[src/rtl/ika87ad_sim_pkg.sv]
// ika87ad_sim_pkg: shared constants and types for the IKA87AD bus companion
package ika87ad_sim_pkg;
  localparam logic [2:0]  IRQ_POL_DEF  = 3'b010;
  localparam logic [15:0] IRQ_ADDR_DEF = 16'hFF00;
  localparam int IRQ_NMI  = 0;
  localparam int IRQ_INT1 = 1;
  localparam int IRQ_INT2 = 2;
  typedef enum logic {WS_IDLE, WS_PEND} wr_state_t;
endpackage

[src/rtl/ika87ad_busmem_if.sv]
// ika87ad_busmem_if: CPU external bus (address, strobes, write data, read data/drive)
// master = CPU side, slave = memory side
interface ika87ad_busmem_if;
  logic [15:0] i_A;
  logic        i_RD_n;
  logic        i_WR_n;
  logic [7:0]  i_DO;
  logic [7:0]  o_DI;
  logic        o_DI_OE;
  modport master (output i_A, i_RD_n, i_WR_n, i_DO, input o_DI, o_DI_OE);
  modport slave  (input i_A, i_RD_n, i_WR_n, i_DO, output o_DI, o_DI_OE);
endinterface

[src/rtl/ika87ad_irq_pulse.sv]
// ika87ad_irq_pulse: one interrupt channel, PULSE_LEN PCEN ticks long, polarity POL
// in: i_clk, i_rst_n (async low), i_load (restart pulse), i_pcen (tick)
// out: o_active (pulse running), o_irq (line level)
module ika87ad_irq_pulse #(
  parameter logic [7:0] PULSE_LEN = 8'd100,
  parameter bit         POL       = 1'b0
) (
  input  logic i_clk,
  input  logic i_rst_n,
  input  logic i_load,
  input  logic i_pcen,
  output logic o_active,
  output logic o_irq
);
  logic [7:0] r_cnt;
  logic [7:0] w_next;
  // a load overrides a same-cycle tick so a retrigger never shortens the pulse
  always_comb w_next = i_load ? PULSE_LEN : (i_pcen && r_cnt != 8'd0) ? r_cnt - 8'd1 : r_cnt;
  always_ff @(posedge i_clk or negedge i_rst_n)
    if (!i_rst_n) begin
      r_cnt    <= 8'd0;
      o_active <= 1'b0;
      o_irq    <= ~POL;
    end else begin
      r_cnt    <= w_next;
      o_active <= w_next != 8'd0;
      o_irq    <= (w_next != 8'd0) ? POL : ~POL;
    end
endmodule

[src/rtl/ika87ad_busmem.sv]
// ika87ad_busmem: PCEN prescaler, byte memory on RD_n/WR_n, memory-mapped IRQ pulse port
// in: i_EMUCLK, i_RESET_n (async low), bus (slave: A, RD_n, WR_n, DO -> DI, DI_OE)
// out: o_PCEN clock enable, o_IRQ interrupt lines, o_WRCNT committed-write count
module ika87ad_busmem
  import ika87ad_sim_pkg::*;
#(
  parameter int              AW        = 9,
  parameter int              DIV       = 4,
  parameter int              NIRQ      = 3,
  parameter logic [NIRQ-1:0] IRQ_POL   = NIRQ'(IRQ_POL_DEF),
  parameter logic [15:0]     IRQ_ADDR  = IRQ_ADDR_DEF,
  parameter logic [7:0]      PULSE_LEN = 8'd100,
  parameter string           INIT_FILE = ""
) (
  input  logic             i_EMUCLK,
  input  logic             i_RESET_n,
  ika87ad_busmem_if.slave  bus,
  output logic             o_PCEN,
  output logic [NIRQ-1:0]  o_IRQ,
  output logic [15:0]      o_WRCNT
);
  localparam int CW = $clog2(DIV);
  logic [CW-1:0]   r_div;
  logic [7:0]      r_mem [2**AW];
  wr_state_t       r_state;
  logic [15:0]     r_addr;
  logic [7:0]      r_data;
  logic            w_commit;
  logic            w_irq_hit;
  logic [NIRQ-1:0] w_load;
  logic [NIRQ-1:0] w_active;
  logic [7:0]      w_rdata;
  always_ff @(posedge i_EMUCLK or negedge i_RESET_n)
    if (!i_RESET_n) begin
      r_div  <= '0;
      o_PCEN <= 1'b0;
    end else begin
      r_div  <= (r_div == CW'(DIV - 1)) ? '0 : r_div + CW'(1);
      o_PCEN <= r_div == CW'(DIV - 1);
    end
  // commit fires on the first cycle WR_n is seen high after a low strobe
  assign w_commit  = (r_state == WS_PEND) && bus.i_WR_n;
  assign w_irq_hit = r_addr == IRQ_ADDR;
  assign w_load    = (w_commit && w_irq_hit) ? r_data[NIRQ-1:0] : '0;
  always_ff @(posedge i_EMUCLK or negedge i_RESET_n)
    if (!i_RESET_n) begin
      r_state <= WS_IDLE;
      r_addr  <= '0;
      r_data  <= '0;
      o_WRCNT <= '0;
    end else if (!bus.i_WR_n) begin
      r_state <= WS_PEND;
      r_addr  <= bus.i_A;
      r_data  <= bus.i_DO;
    end else if (r_state == WS_PEND) begin
      r_state <= WS_IDLE;
      o_WRCNT <= o_WRCNT + 16'd1;
    end
  always_ff @(posedge i_EMUCLK)
    if (w_commit && !w_irq_hit) r_mem[r_addr[AW-1:0]] <= r_data;
  assign w_rdata = (bus.i_A == IRQ_ADDR) ? 8'(w_active) : r_mem[bus.i_A[AW-1:0]];
  always_ff @(posedge i_EMUCLK or negedge i_RESET_n)
    if (!i_RESET_n) begin
      bus.o_DI    <= 8'd0;
      bus.o_DI_OE <= 1'b0;
    end else begin
      bus.o_DI    <= w_rdata;
      bus.o_DI_OE <= ~bus.i_RD_n & bus.i_WR_n;
    end
  for (genvar i = 0; i < NIRQ; i++) begin : g_irq
    ika87ad_irq_pulse #(.PULSE_LEN(PULSE_LEN), .POL(IRQ_POL[i])) u_pulse (
      .i_clk    (i_EMUCLK),
      .i_rst_n  (i_RESET_n),
      .i_load   (w_load[i]),
      .i_pcen   (o_PCEN),
      .o_active (w_active[i]),
      .o_irq    (o_IRQ[i])
    );
  end
endmodule
[src/flat_wrapper.sv]
// flat-port wrapper written by rule: the top's interface ports become plain ports
module ika87ad_busmem_flat import ika87ad_sim_pkg::*;
#(
  parameter int              AW        = 9,
  parameter int              DIV       = 4,
  parameter int              NIRQ      = 3,
  parameter logic [NIRQ-1:0] IRQ_POL   = NIRQ'(IRQ_POL_DEF),
  parameter logic [15:0]     IRQ_ADDR  = IRQ_ADDR_DEF,
  parameter logic [7:0]      PULSE_LEN = 8'd100,
  parameter string           INIT_FILE = ""
)
  (i_EMUCLK, i_RESET_n, o_PCEN, o_IRQ, o_WRCNT, bus_i_A, bus_i_RD_n, bus_i_WR_n, bus_i_DO, bus_o_DI, bus_o_DI_OE);
  ika87ad_busmem_if bus_i ();
  input  logic i_EMUCLK;
  input  logic i_RESET_n;
  output logic o_PCEN;
  output logic [NIRQ-1:0] o_IRQ;
  output logic [15:0] o_WRCNT;
  input wire logic [$bits(bus_i.i_A)-1:0] bus_i_A;
  input wire logic [$bits(bus_i.i_RD_n)-1:0] bus_i_RD_n;
  input wire logic [$bits(bus_i.i_WR_n)-1:0] bus_i_WR_n;
  input wire logic [$bits(bus_i.i_DO)-1:0] bus_i_DO;
  output wire logic [$bits(bus_i.o_DI)-1:0] bus_o_DI;
  output wire logic [$bits(bus_i.o_DI_OE)-1:0] bus_o_DI_OE;
  assign bus_i.i_A = bus_i_A;
  assign bus_i.i_RD_n = bus_i_RD_n;
  assign bus_i.i_WR_n = bus_i_WR_n;
  assign bus_i.i_DO = bus_i_DO;
  assign bus_o_DI = bus_i.o_DI;
  assign bus_o_DI_OE = bus_i.o_DI_OE;
  ika87ad_busmem #(.AW(AW), .DIV(DIV), .NIRQ(NIRQ), .IRQ_POL(IRQ_POL), .IRQ_ADDR(IRQ_ADDR), .PULSE_LEN(PULSE_LEN), .INIT_FILE(INIT_FILE)) u_core (.i_EMUCLK(i_EMUCLK), .i_RESET_n(i_RESET_n), .bus(bus_i), .o_PCEN(o_PCEN), .o_IRQ(o_IRQ), .o_WRCNT(o_WRCNT));
endmodule
[config.mk]
export PLATFORM = sky130hd
export DESIGN_NAME = ika87ad_busmem_flat
export DESIGN_NICKNAME = d
export VERILOG_FILES = /design/src/rtl/ika87ad_sim_pkg.sv /design/src/rtl/ika87ad_busmem_if.sv /design/src/rtl/ika87ad_irq_pulse.sv /design/src/rtl/ika87ad_busmem.sv /design/src/flat_wrapper.sv
export SDC_FILE = /design/constraint.sdc
export NUM_CORES = 2
export LEC_CHECK = 0
export CAP_MARGIN = 20
export CORE_MARGIN = 5
export CORE_UTILIZATION = 35
export DETAILED_ROUTE_END_ITERATION = 12
export PLACE_DENSITY = 0.58
export SLEW_MARGIN = 20
export SYNTH_ARGS = -nofsm -noshare
export SYNTH_HDL_FRONTEND = slang
export SYNTH_SLANG_ARGS = --single-unit
[constraint.sdc]
create_clock -name i_EMUCLK -period 10.8 [get_ports i_EMUCLK]
set_input_delay 2.16 -clock i_EMUCLK [delete_from_list [all_inputs] [get_ports i_EMUCLK]]
set_output_delay 2.16 -clock i_EMUCLK [all_outputs]
set_load 0.01 [all_outputs]
* Word-level counts from Yosys, hierarchy flattened *
Memories as Yosys holds them, arrays and structs flattened.
Cells that the tools add are included.

word-level totals
  bits in registers = 83
  bits in latches = 0
  RAM bits = 4,096
  ROM bits = 0
  bits of input ports = 28
  logic and storage cells = 57
  memories kept = 1

operators by class
  $add $sub $neg = 5
  multipliers = 0
  divide/modulo/power cells = 0
  magnitude comparators = 0
  eq/ne operators = 3
  shift-type cells = 0
  muxes and demuxes = 15
  bitwise gates (word level) = 2
  reduce and logical (&&, ||, !) cells = 14

memory list
  name          words  width  read ports  clocked after Yosys merged registers in  wr ports  RTL line              source
  u_core.r_mem  512    8      1           0                                        1         ika87ad_busmem.sv:24  logic [7:0] r_mem [2**AW];

operator list
  cell                   number
  $mux 8                 7
  $reduce_bool 8->1      6
  $eq 16x16->1 const B   2
  $sub 8x1->8 const B    3
  $add 16x1->16 const B  1
  $logic_and 1x1->1      6
  $mux 1                 6
  $mux 3                 1
  $add 2x1->2 const B    1
  $eq 2x2->1 const B     1
  $mux 2                 1
  $reduce_and 2->1       1
  $and 1x1->1            1
  $logic_not 1->1        1
  $not 1->1              1

* Logic depth before layout (Yosys ltp) *
  depth in word-level cells = 6
  mapped depth = 13

* Hierarchy *
Synthesis repeated with hierarchy kept, for this count alone.

unflattened totals
  cell total of the unflattened synthesis = 7,417
  area total of the unflattened synthesis = 162,249.4 µm²

modules (own cells, without submodules)
  module                                           instances  cells an instance  area each (µm²)  sequential area each (µm²)
  ika87ad_busmem                                   1          7,246              160,572.8        124,324.2
  ika87ad_irq_pulse (u_core.g_irq[0].u_pulse ...)  2          56                 553.0            251.5
  ika87ad_irq_pulse (u_core.g_irq[1].u_pulse)      1          59                 570.5            225.2

* Worst setup path after synthesis *
OpenSTA, ideal clock, no wires.

  path kind = register to register
  start = register u_core.r_data[1]
  end = register u_core.g_irq[1].u_pulse.o_active
  setup time = 0.138 ns
  arrival = 7.368 ns
  required time = 10.662 ns
  path slack = 3.293 ns
  cell stages (with the launch flop) = 4
  buffers on the path = 0
  period minus slack after synthesis = 7.507 ns
  path through = dfrtp_1 and2_1 nor2_1 or4_1

between the ends
  word-level cells in the longest chain between the ends = 3

RTL lines
  item                                         RTL line                 source
  from (decl)                                  ika87ad_busmem.sv:27     logic [7:0] r_data;
  from (signal assigned)                       ika87ad_busmem.sv:54     r_data <= bus.i_DO;
  $mux 3                                       ika87ad_busmem.sv:44     assign w_load = (w_commit && w_irq_hit) ? r_data[NIRQ-1:0] : '0;
  $mux 8                                       ika87ad_irq_pulse.sv:18  always_comb w_next = i_load ? PULSE_LEN : (i_pcen && r_cnt != 8'd0) ? r_cnt - 8'd1 : r_cnt;
  named net u_core.g_irq[1].u_pulse.w_next[7]  ika87ad_irq_pulse.sv:16  logic [7:0] w_next;
  $reduce_bool 8->1                            ika87ad_irq_pulse.sv:26  o_active <= w_next != 8'd0;
  to (signal assigned)                         ika87ad_irq_pulse.sv:22  o_active <= 1'b0;
  to (signal assigned)                         ika87ad_irq_pulse.sv:26
  to (decl)                                    ika87ad_irq_pulse.sv:12  output logic o_active,

The timed path passes the listed nets, and every way through them passes these cells.
A chain may end at the register's enable or synchronous reset.

* Final worst setup path *
  start = input port bus_i_A[0]
  end = register u_core.bus.o_DI[3]

between the ends
  word-level cells in the longest chain between the ends = 2
  elaborated cells on any way between the ends = 3
  classes of those cells = eq/ne: 1; mux: 1; memory: 1

RTL lines
  item                                                  RTL line                 source
  from (decl)                                           flat_wrapper.sv:19       input wire logic [$bits(bus_i.i_A)-1:0] bus_i_A;
  $mem_v2 512x8 / $eq 16x16->1 (equally long branches)  n/a
  $mux 8 *                                              ika87ad_busmem.sv:61     assign w_rdata = (bus.i_A == IRQ_ADDR) ? 8'(w_active) : r_mem[bus.i_A[AW-1:0]];
  named net u_core.w_rdata[3]                           ika87ad_busmem.sv:32     logic [7:0] w_rdata;
  to (signal assigned)                                  ika87ad_busmem.sv:67     bus.o_DI <= w_rdata;
  to (decl)                                             ika87ad_busmem_if.sv:11  modport slave (input i_A, i_RD_n, i_WR_n, i_DO, output o_DI, o_DI_OE);

Mark *: on every way through the listed nets, which the timed path passes. The rest lies on a longest branch.

==> results.yml <==
run_status:
  status: "complete, no violations"
timing:
  layout_min_cycle_time_ps: 6182
  setup_viol: 0
  clock.fmax_mhz: 161.8
  hold_violations: 0
  fin_ws_ps: 4618
  fin_crit_sh_pct: 57.24
  tightestPinTransition_ps: 1272
  maxSlewViolCount: 0
  finalSetupTns_ps: 0
  whs_ps: 436.0
  slew_headroom_pct: 15.21
  rsz0062_at_grt: "false"
  clock_skew_ps: 68.96
global_route:
  grt_pass1_wl_um: 647400
  grt_max_degree: 206
  antenna_found_initial: 32
  groute.usage.overall_pct: 19.14
  first_global_vias: 80730
  overflow: 0
power:
  p_sw_share_pct: 22.43
  power_density_nw_per_um2: 190.9
  seqPwrFrac_pct: 52.1
  p_clk_share_pct: 42.1
  combPwrFrac_pct: 5.8
  p_leak_uw: 0.05558
  power_switching_uw: 7848
  vdd_ir_drop_max_mv: 0.1430
  intPower_uw: 27140
worst_setup_path:
  critPathLaunchType: "input pin"
  cp_slowest_cell: "a311oi_1"
  cp_slowest_stage_delay_ps: 940
  crit_arrival_ps: 6950
  timing.rr.end: "u_core.r_mem[74][3]"
  path_cells: "buf_16 > buf_4 > buf_4 > mux4_2 > nor4_1 > nor4_1 > a21oi_1 > o211ai_1 > a311oi_1 > nor3_1"
  path_max_fanout: 51
  r2r_cells: 7
  ff2ff_setup_slack_ps: 6140
  critPathBufInv: 3
  end_kind: "flip-flop"
  reg2reg_from: "u_core.r_addr[1]"
  crit_family: "buffers and inverters"
  cp.required_ps: 11570
  critPathKind: "in2reg"
routing:
  route.vias.total: 80810
  wl_per_cell_um: 32.94
  dr.pass1.iters: 6
  via_per_inst: 5.715
  drt-initial-drc-count: 10660
  ant_nets: 0
  drc: 0
  wirelength_um: 465700
hold_path:
  hold_end: "u_core.r_div[0]"
  hold_depth: 1
  min_from: "u_core.r_div[0]"
  worstHoldPathType: "reg2reg"
place:
  place_hpwl_um: 273500
  dp_slack_ps: 3614
  io_buffers: 56
  dp.cells: 13340
  place.gp.congestion: 0.8306
cts:
  clock_latency_ps: 990
  cts_max_path_buffers: 4
  cts_tree: "built"
  clkSlewWorstSetupHoldPaths_ps: 60
  cts_buffers: 427
  numClockSinks: 4178
  cts_setup_buffers: 0
  cts_hold_buf: 0
  htreeDepth: 5
  postCtsResizedCells: 0
  root_buffer: "clkbuf_16"
final_layout:
  final_common_cell: "edfxtp_1"
  fillerInstances: 40400
  stdcell_count: 14140
  layout_common_cells: "4096 x edfxtp_1, 1063 x mux4_2, 592 x nor2_1, 436 x clkbuf_16, 196 x a22oi_1"
  area_growth_syn_to_layout_pct: 13.44
  final_nets: 7654
  fin_util_pct: 39.86
  seq_area_um2: 125100
  drive_gt1_share_pct: 24.72
  multiInputGateArea_um2: 34370
logic_synthesis:
  synthDistinctLibCells: 71
  synth_edf_count: 4096
  ys_warn_count: 0
  synthCells: 7418
  yosys_register_bits: 4178
  syn_nets: 7454
  avgSynthCellArea_um2: 21.78
  syn-cell-area_um2: 161600
  seq_area_frac_synth_pct: 77.40
  synth_ff_type: "edfxtp_1"
  async_flop_share_pct: 1.963
die:
  die_w_um: 689.4
  coreArea_um2: 459800
  die_h_um: 689.4
  ios: 57
  start_util_pct: 35.14
  dieArea_um2: 475300
  std_cell_rows: 249
run:
  maxCapViolations: 0
power by group through the flow:
stage / Combinational [µW] / Sequential, µW / Clock (µW)
detailed placement: 2040 / 18600 / 0
CTS: 2040 / 18200 / 14900
floorplan: 860 / 18900 / 0
global placement: 1990 / 18600 / 0
global route: 2110 / 18200 / 15600
finish: 2040 / 18200 / 14700
per-stage QoR:
stage	instance area (µm²)	power, µW
4_1_cts	183200	35180
5_1_grt	183300	35940
2_1_floorplan	161600	19780
3_3_place_gp	169300	20550
3_5_place_dp	169300	20600
6_report	183300	34980
layout make-up:
cell class | count | area share [%]
clock buffer | 537 | 6.203
inverter | 19 | 0.04369
multi-input combinational | 2771 | 18.75
tap | 6149 | 4.197
timing repair buffer | 221 | 1.156
antenna | 8 | 0.01092
clock inverter | 258 | 1.397
sequential | 4178 | 68.24
synthesized netlist by cell type (7+ instances only):
cell type,instances,share of area (%)
a211oi_1,21,0.098
a21oi_1,99,0.31
a221oi_1,50,0.27
a22o_1,40,0.22
a22oi_1,196,0.91
a31oi_1,14,0.054
and2_1,13,0.050
and3_1,15,0.058
buf_1,39,0.091
buf_2,100,0.31
buf_4,75,0.35
buf_6,42,0.29
clkbuf_1,194,0.45
dfrtp_1,80,1.2
edfxtp_1,4096,76
ha_1,8,0.062
inv_1,17,0.039
mux2_2,40,0.28
mux2i_1,99,0.61
mux4_2,1063,15
nand2_1,139,0.32
nand2b_1,10,0.039
nand3_1,36,0.11
nand4_1,19,0.074
nor2_1,599,1.4
nor2b_1,20,0.077
nor3_1,25,0.077
nor4_1,16,0.062
o211ai_1,17,0.079
o21ai_0,38,0.12
o221ai_1,14,0.076
o22ai_1,38,0.15
or2_2,7,0.027
or3_1,8,0.031
or4_1,14,0.065
xnor2_1,28,0.15
xor2_1,9,0.049
worst reg2reg max path: stages (launching register included):
cell and delay, ps:
dfrtp_1 530, nor2_1 850, nand2_4 600, or4_1 760
nor4b_4 180, buf_4 290, nand2_1 640, nor2_1 430
per-layer routing:
layer / vias to the layer above / routed length [µm] / part of all wire [%] / global-route usage, %
met4: 16 / 16700 / 3.6 / 6.323
li1: 31640 / - / - / -
met3: 784 / 46030 / 9.9 / 4.152
met2: 4529 / 219300 / 47 / 30.18
met1: 43850 / 183600 / 39 / 26.55
met5: - / 93 / 0.020 / 0
registers in the layout (all words and copies together), names as in the netlist:
register                       flops
u_core.bus.o_DI_OE                 1
u_core.o_PCEN                      1
u_core.g_irq.u_pulse.r_cnt        24
u_core.r_data                      8
u_core.g_irq.u_pulse.o_irq         2
u_core.g_irq.u_pulse.o_active      3
u_core.o_WRCNT                    16
u_core.r_addr                     16
u_core.r_div                       2
u_core.r_mem                    4096
u_core.r_state                     1
u_core.bus.o_DI                    8
logic make-up (layout without fill, tap and decap cells):
kind of cell             count (synthesis)  count (layout)  share of synthesized area [%]
buffers and inverters                  469            1035                          1.536
AND/OR/NAND/NOR                        944             944                          2.512
AO/OA/AOI/OAI                          580             580                          2.583
adder cells (fa/ha/maj)                  8               8                        0.06195
XOR/XNOR                                37              37                         0.2006
multiplexers                          1202            1202                          15.71
flip-flops                            4178            4178                          77.40
other                                    0               8                              0
worst max-delay path by stage:
stage,start,cells past startpoint,endpoint
2_1_floorplan,u_core.r_data[1],3,u_core.g_irq[1].u_pulse.o_active
3_3_place_gp,bus_i_A[0],9,u_core.bus.o_DI[5]
3_5_place_dp,bus_i_A[0],10,u_core.bus.o_DI[3]
4_1_cts,bus_i_A[0],10,u_core.bus.o_DI[3]
5_1_grt,bus_i_A[0],10,u_core.bus.o_DI[3]
6_report,bus_i_A[0],10,u_core.bus.o_DI[3]
(Power assumes the default switching activity.)
